===== src/rtl/ahb_gpio_pkg.sv =====
// ahb_gpio_pkg
//   Shared definitions for the AHB-Lite GPIO slave:
//   - byte offsets of every register in the map
//   - AHB HTRANS / HSIZE encodings
//   - byte_strobes(): byte-lane enables for a transfer, from HSIZE and HADDR[1:0]
package ahb_gpio_pkg;

    localparam logic [7:0] GPIO_OUT      = 8'h00;
    localparam logic [7:0] GPIO_DIR      = 8'h04;
    localparam logic [7:0] GPIO_IN       = 8'h08;
    localparam logic [7:0] GPIO_OUT_SET  = 8'h0C;
    localparam logic [7:0] GPIO_OUT_CLR  = 8'h10;
    localparam logic [7:0] GPIO_OUT_TGL  = 8'h14;
    localparam logic [7:0] GPIO_RISE_EN  = 8'h18;
    localparam logic [7:0] GPIO_FALL_EN  = 8'h1C;
    localparam logic [7:0] GPIO_IRQ_STAT = 8'h20;

    typedef enum logic [1:0] {
        HTRANS_IDLE   = 2'b00,
        HTRANS_BUSY   = 2'b01,
        HTRANS_NONSEQ = 2'b10,
        HTRANS_SEQ    = 2'b11
    } htrans_e;

    typedef enum logic [2:0] {
        HSIZE_BYTE = 3'b000,
        HSIZE_HALF = 3'b001,
        HSIZE_WORD = 3'b010
    } hsize_e;

    // Sizes wider than a word are not supported by this slave.
    // They are treated as a full word.
    function automatic logic [3:0] byte_strobes(input logic [2:0] size, input logic [1:0] addr_lo);
        logic [3:0] s;
        case (size)
            HSIZE_BYTE: s = 4'b0001 << addr_lo;
            HSIZE_HALF: s = addr_lo[1] ? 4'b1100 : 4'b0011;
            default:    s = 4'b1111;
        endcase
        return s;
    endfunction

endpackage


===== src/rtl/ahb_gpio_sync_edge.sv =====
// gpio_sync_edge
//   Multi-flop synchroniser for asynchronous pad inputs, plus a one-cycle history of
//   the synchronised value. It is used to detect edges.
//   Ports:
//     clk, rst  clock and asynchronous active-high reset
//     din       asynchronous pin inputs
//     in_s      synchronised inputs (STAGES cycles after din)
//     rise      in_s went 0->1 this cycle
//     fall      in_s went 1->0 this cycle
module gpio_sync_edge #(
    parameter int WIDTH  = 8,
    parameter int STAGES = 2
) (
    input  logic             clk,
    input  logic             rst,
    input  logic [WIDTH-1:0] din,
    output logic [WIDTH-1:0] in_s,
    output logic [WIDTH-1:0] rise,
    output logic [WIDTH-1:0] fall
);
    // sync_q[0] samples the pad. sync_q[STAGES-1] is the synchronised value.
    logic [STAGES-1:0][WIDTH-1:0] sync_q, sync_d;
    logic [WIDTH-1:0]             in_d_q, in_d_d;

    always_comb begin
        sync_d = {sync_q[STAGES-2:0], din};
        in_d_d = sync_q[STAGES-1];
    end

    always_ff @(posedge clk or posedge rst) begin
        if (rst) begin
            sync_q <= '0;
            in_d_q <= '0;
        end else begin
            sync_q <= sync_d;
            in_d_q <= in_d_d;
        end
    end

    assign in_s = sync_q[STAGES-1];
    assign rise = in_s & ~in_d_q;
    assign fall = ~in_s & in_d_q;

endmodule


===== src/rtl/ahb_gpio.sv =====
// ahb_gpio
//   AHB-Lite GPIO slave. It has zero wait states and always returns an OKAY response.
//   Features:
//   - per-pin output value and direction
//   - synchronised inputs
//   - atomic set / clear / toggle of OUT
//   - sticky rising/falling edge flags that drive a level interrupt
//   Ports:
//     HCLK, HRESET          clock, asynchronous active-high reset
//     HSEL, HADDR, HTRANS,  AHB address phase
//     HSIZE, HWRITE, HREADY
//     HWDATA                AHB write data (data phase)
//     HREADYOUT, HRESP      tied to 1 / OKAY
//     HRDATA                read data, 0 outside a read data phase
//     gpio_i                asynchronous pad inputs
//     gpio_o, gpio_oe       pad output values and enables (1 = drive)
//     irq                   registered OR of IRQ_STAT
module ahb_gpio
    import ahb_gpio_pkg::*;
#(
    parameter int GPIO_WIDTH  = 8,
    parameter int SYNC_STAGES = 2,
    parameter int ADDR_WIDTH  = 12
) (
    input  logic                  HCLK,
    input  logic                  HRESET,
    input  logic                  HSEL,
    input  logic [ADDR_WIDTH-1:0] HADDR,
    input  logic [1:0]            HTRANS,
    input  logic [2:0]            HSIZE,
    input  logic                  HWRITE,
    input  logic                  HREADY,
    input  logic [31:0]           HWDATA,
    output logic                  HREADYOUT,
    output logic [31:0]           HRDATA,
    output logic                  HRESP,
    input  logic [GPIO_WIDTH-1:0] gpio_i,
    output logic [GPIO_WIDTH-1:0] gpio_o,
    output logic [GPIO_WIDTH-1:0] gpio_oe,
    output logic                  irq
);
    localparam int W = GPIO_WIDTH;

    logic [W-1:0] in_s, rise, fall;

    gpio_sync_edge #(.WIDTH(W), .STAGES(SYNC_STAGES)) u_sync (
        .clk  (HCLK),
        .rst  (HRESET),
        .din  (gpio_i),
        .in_s (in_s),
        .rise (rise),
        .fall (fall)
    );

    // Handshake: an address phase is taken when HSEL & HREADY & HTRANS[1]
    // (NONSEQ/SEQ). Because HREADYOUT is always 1, the matching data phase is the
    // next cycle. The latch only moves when HREADY is high, so a stalled bus
    // holds the pending transfer.
    logic                  active_q, active_d;
    logic                  write_q, write_d;
    logic [ADDR_WIDTH-3:0] addr_q, addr_d;
    logic [3:0]            strb_q, strb_d;

    logic [W-1:0] out_q, out_d;
    logic [W-1:0] dir_q, dir_d;
    logic [W-1:0] rise_en_q, rise_en_d;
    logic [W-1:0] fall_en_q, fall_en_d;
    logic [W-1:0] stat_q, stat_d;
    logic         irq_q, irq_d;

    logic [ADDR_WIDTH-1:0] off;
    logic [31:0]           bmask;
    logic [W-1:0]          wbits, wmask, w1c, rd_val;
    logic                  unused_bits;

    always_comb begin
        active_d = active_q;
        write_d  = write_q;
        addr_d   = addr_q;
        strb_d   = strb_q;
        if (HREADY) begin
            active_d = HSEL & HTRANS[1];
            write_d  = HWRITE;
            addr_d   = HADDR[ADDR_WIDTH-1:2];
            strb_d   = byte_strobes(HSIZE, HADDR[1:0]);
        end
    end

    // The full latched address is decoded.
    // Offsets beyond the map do not alias onto real registers.
    assign off   = {addr_q, 2'b00};
    assign bmask = {{8{strb_q[3]}}, {8{strb_q[2]}}, {8{strb_q[1]}}, {8{strb_q[0]}}};
    assign wmask = bmask[W-1:0];
    assign wbits = HWDATA[W-1:0] & wmask;

    always_comb begin
        out_d     = out_q;
        dir_d     = dir_q;
        rise_en_d = rise_en_q;
        fall_en_d = fall_en_q;
        w1c       = '0;
        if (active_q && write_q && HREADY) begin
            case (off)
                ADDR_WIDTH'(GPIO_OUT):      out_d     = (out_q & ~wmask) | wbits;
                ADDR_WIDTH'(GPIO_DIR):      dir_d     = (dir_q & ~wmask) | wbits;
                ADDR_WIDTH'(GPIO_OUT_SET):  out_d     = out_q | wbits;
                ADDR_WIDTH'(GPIO_OUT_CLR):  out_d     = out_q & ~wbits;
                ADDR_WIDTH'(GPIO_OUT_TGL):  out_d     = out_q ^ wbits;
                ADDR_WIDTH'(GPIO_RISE_EN):  rise_en_d = (rise_en_q & ~wmask) | wbits;
                ADDR_WIDTH'(GPIO_FALL_EN):  fall_en_d = (fall_en_q & ~wmask) | wbits;
                ADDR_WIDTH'(GPIO_IRQ_STAT): w1c       = wbits;
                default: ;
            endcase
        end
        // The set term is ORed in after the clear, so a new edge beats a same-cycle W1C.
        stat_d = (stat_q & ~w1c) | (rise & rise_en_q) | (fall & fall_en_q);
        irq_d  = |stat_q;
    end

    always_comb begin
        rd_val = '0;
        case (off)
            ADDR_WIDTH'(GPIO_OUT):      rd_val = out_q;
            ADDR_WIDTH'(GPIO_DIR):      rd_val = dir_q;
            ADDR_WIDTH'(GPIO_IN):       rd_val = in_s;
            ADDR_WIDTH'(GPIO_RISE_EN):  rd_val = rise_en_q;
            ADDR_WIDTH'(GPIO_FALL_EN):  rd_val = fall_en_q;
            ADDR_WIDTH'(GPIO_IRQ_STAT): rd_val = stat_q;
            default:                    rd_val = '0;
        endcase
        HRDATA = (active_q && !write_q) ? 32'(rd_val) : 32'h0;
    end

    always_ff @(posedge HCLK or posedge HRESET) begin
        if (HRESET) begin
            active_q  <= 1'b0;
            write_q   <= 1'b0;
            addr_q    <= '0;
            strb_q    <= '0;
            out_q     <= '0;
            dir_q     <= '0;
            rise_en_q <= '0;
            fall_en_q <= '0;
            stat_q    <= '0;
            irq_q     <= 1'b0;
        end else begin
            active_q  <= active_d;
            write_q   <= write_d;
            addr_q    <= addr_d;
            strb_q    <= strb_d;
            out_q     <= out_d;
            dir_q     <= dir_d;
            rise_en_q <= rise_en_d;
            fall_en_q <= fall_en_d;
            stat_q    <= stat_d;
            irq_q     <= irq_d;
        end
    end

    assign HREADYOUT = 1'b1;
    assign HRESP     = 1'b0;
    assign gpio_o    = out_q;
    assign gpio_oe   = dir_q;
    assign irq       = irq_q;

    // Upper data lanes beyond GPIO_WIDTH and HTRANS[0] carry no meaning here.
    assign unused_bits = ^{HTRANS[0], HWDATA, bmask};

endmodule


===== config.mk =====
export PLATFORM = sky130hd
export DESIGN_NAME = ahb_gpio
export DESIGN_NICKNAME = d
export VERILOG_FILES = /design/src/rtl/ahb_gpio_pkg.sv /design/src/rtl/ahb_gpio_sync_edge.sv /design/src/rtl/ahb_gpio.sv
export SDC_FILE = /design/constraint.sdc
export NUM_CORES = 1
export LEC_CHECK = 0
export CAP_MARGIN = 10
export CORE_UTILIZATION = 51
export CTS_CLUSTER_SIZE = 40
export DETAILED_ROUTE_END_ITERATION = 10
export PLACE_DENSITY = 0.85
export SLEW_MARGIN = 20
export SYNTH_ARGS = -nofsm -noshare
export SYNTH_HDL_FRONTEND = slang
export SYNTH_SLANG_ARGS = --single-unit

===== constraint.sdc =====
create_clock -name HCLK -period 4.6 [get_ports HCLK]
set_clock_uncertainty 0.1 [all_clocks]
set_input_delay 0.92 -clock HCLK [delete_from_list [all_inputs] [get_ports HCLK]]
set_output_delay 0.92 -clock HCLK [all_outputs]
set_load 0.02 [all_outputs]

==> results.json <==
{
  "status": "completed",
  "pwr_density_cell_nw_per_um2": 306,
  "fmax_mhz": 254,
  "yosysTopAreaCell": "dfrtp_1",
  "dieArea_sq_um": 8020,
  "ys_ff_latch": 78,
  "finalSetupViolations": 0,
  "grt.met3_usage_pct": 6.19,
  "dr.pass1.iters": 4,
  "rows": 31,
  "peakVddDrop_mv": 0.205,
  "synth-xor-area-share_pct": 0.224,
  "num_vias": 2846,
  "antenna_found_initial": 0,
  "syn2layout_area_growth_pct": 20.3,
  "finalHoldViolCount": 0,
  "grt_usage_pct": 23.2,
  "synth.most_common_cell": "dfrtp_1",
  "synth_top_family_by_area": "simple AND/OR/NAND/NOR gates",
  "ys_top_cells_by_area": "dfrtp_1, mux2_2, buf_4",
  "reg2reg_slack_ns": 1.62,
  "synth_fa_ha_area_share_pct": 2.56,
  "cts_tree": "yes",
  "hold_depth": 0,
  "first_global_vias": 2723,
  "dominantRegCellSynth": "dfrtp_1",
  "vias_per_cell": 5.46,
  "die_height_um": 89.6,
  "finalSetupTns_ns": 0,
  "place_hpwl_um": 5990,
  "ys_async_sr_fraction_pct": 100,
  "arrival_ns": 2.92,
  "max-clock-path-buffers": 2,
  "gr-usage-met2_pct": 37.3,
  "synth_area_sq_um": 3910,
  "core_area_sq_um": 7330,
  "use_met1_pct": 29.8,
  "grt_remaining_overflow": 0,
  "cts_sinks": 78,
  "drc": 0,
  "slowest_stage": "dfrtp_1",
  "ys_warn_count": 0,
  "synthSimpleGateAreaFrac_pct": 15.1,
  "crit_type": "flop to primary output",
  "cts_resized": 0,
  "fin_cells": 521,
  "hold_buffers": 0,
  "cp.required_ns": 3.58,
  "maxCapViolCount": 0,
  "fin_crit_sh_pct": 85.6,
  "ios": 113,
  "grt_pass1_wl_um": 13300,
  "hp-start": "u_sync.sync_d[9]",
  "seqCellArea_sq_um": 1950,
  "multi_input_area_sq_um": 1760,
  "path_cells": "nor4b_2 > a21oi_1 > a21oi_1 > clkdlybuf4s50_1",
  "num-fill-cells": 577,
  "finalCriticalPeriod_ns": 3.94,
  "tightest_slew_ns": 1.10,
  "crit_fanout": 31,
  "cp_common_cell": "a21oi_1",
  "grt_busiest_layer": "met2",
  "fin_ws_ns": 0.661,
  "synth_area_per_cell_sq_um": 10.9,
  "wirelength_um": 8300,
  "cp_slowest_stage_delay_ns": 0.79,
  "htree_levels": 3,
  "die_w_um": 89.6,
  "diodes": 0,
  "finalWeightedCongestion": 0.824,
  "clk_latency_ns": 0.35,
  "cts_buffers": 9,
  "rsz0062_at_grt": "false",
  "p_total_mw": 1.44,
  "synth_compound_area_share_pct": 10.5,
  "dp.cells": 505,
  "r2r_cells": 4,
  "p_leak_nw": 2.13,
  "clk_pin_slew_worst_paths_ns": 0.08,
  "critical-path-top-delay-family": "flip-flops",
  "synthMuxAreaShare_pct": 14.2,
  "rr_startpoint": "addr_q[0]",
  "layout-drive-gt1-share_pct": 14.9,
  "dr.first_iter.drc_count": 250,
  "final_net_count": 487,
  "ant_nets": 0,
  "synthTopCellsByCount": "dfrtp_1, nand2_1, o21ai_0, mux2_2, buf_4",
  "timing.hold.ws_ns": 0.250,
  "slew_headroom_pct": 26.9,
  "holdPathEnd": "u_sync.in_s[1]",
  "clock-root-buffer": "clkbuf_8",
  "cts_setup_buffers": 0,
  "path_buf_inv": 1,
  "ys_seq_area_share_pct": 49.9,
  "pre_cts_ws_ns": 1.08,
  "critPathCaptureType": "primary output",
  "finalMaxSlewViolations": 0,
  "synthDistinctLibCells": 45,
  "synth_edf_count": 0,
  "io_buffers": 61,
  "critical_path.startpoint_type": "flop",
  "wl_per_cell_um": 15.9,
  "syn-instance-count": 358,
  "grt_max_degree": 49,
  "initial_core_util_pct": 53.3,
  "synth_top_area_share_pct": 49.9,
  "min_path_type": "flop to flop"
}
[worst reg2reg max path, cell delays in order, from the launching register on]
cell     delay [ns]
dfrtp_1        1.07
inv_1          0.22
or2_2          0.40
nor3_2         0.65
mux2_2         0.43
[worst max path at each step]
stage / endpoint / from / cells past startpoint / slack, ns
floorplan: async pin / HRESET / 1 / 1.58
global placement: HRDATA[6] / addr_q[0] / 4 / 1.13
detailed placement: HRDATA[5] / addr_q[0] / 4 / 1.08
CTS: HRDATA[5] / addr_q[0] / 4 / 0.67
global route: HRDATA[7] / addr_q[0] / 4 / 0.44
finish: HRDATA[5] / addr_q[0] / 4 / 0.66
[placed cells by master, fill, tap and decap left out, drive strengths merged, types with 4 or more instances in the layout]
master / instances
mux2i: 13
inv: 4
a21o: 8
clkdlybuf4s50: 61
ha: 8
conb: 26
nor4: 4
a21oi: 18
nor2: 20
buf: 5
nand2: 34
a22o: 8
mux2: 35
nor2b: 13
clkbuf: 12
dfrtp: 78
and2: 4
o21ai: 31
nand3b: 12
[cells by family after synthesis]
group / after synthesis
simple gates: 105
flops: 78
compound gates: 70
mux: 48
buf+inv: 46
fa+ha+maj: 8
other cells: 2
xor+xnor: 1
[metal layers]
| layer | share of wire, % | vias up |
|---|---|---|
| met3 | 5.9 | 9 |
| met1 | 43 | 1412 |
| met4 | 1.3 | 0 |
| met5 | 0 | - |
| met2 | 50 | 109 |
| li1 | - | 1316 |
[area by class of cell]
| type | instances | share of cell area (%) |
|---|---|---|
| clock buffers | 12 | 3.30 |
| clock inverters | 4 | 0.958 |
| inverters | 4 | 0.319 |
| multi-input cells | 258 | 37.5 |
| flip-flops and latches | 78 | 41.5 |
| well taps | 99 | 2.63 |
| repair buffers | 66 | 13.8 |
[metrics by stage]
step	util [%]	cell area (sq um)
final	64.2	4700
after global routing	64.2	4700
after CTS	64.2	4700
after detailed placement	61.4	4500
after global placement	61.4	4500
after floorplan	-	4000
[where the power goes]
| group | switching (mW) | internal (mW) |
|---|---|---|
| combinational | 0.0864 | 0.0781 |
| sequential | 0.0415 | 0.715 |
| clock | 0.241 | 0.278 |
(Power assumes the default switching activity.)
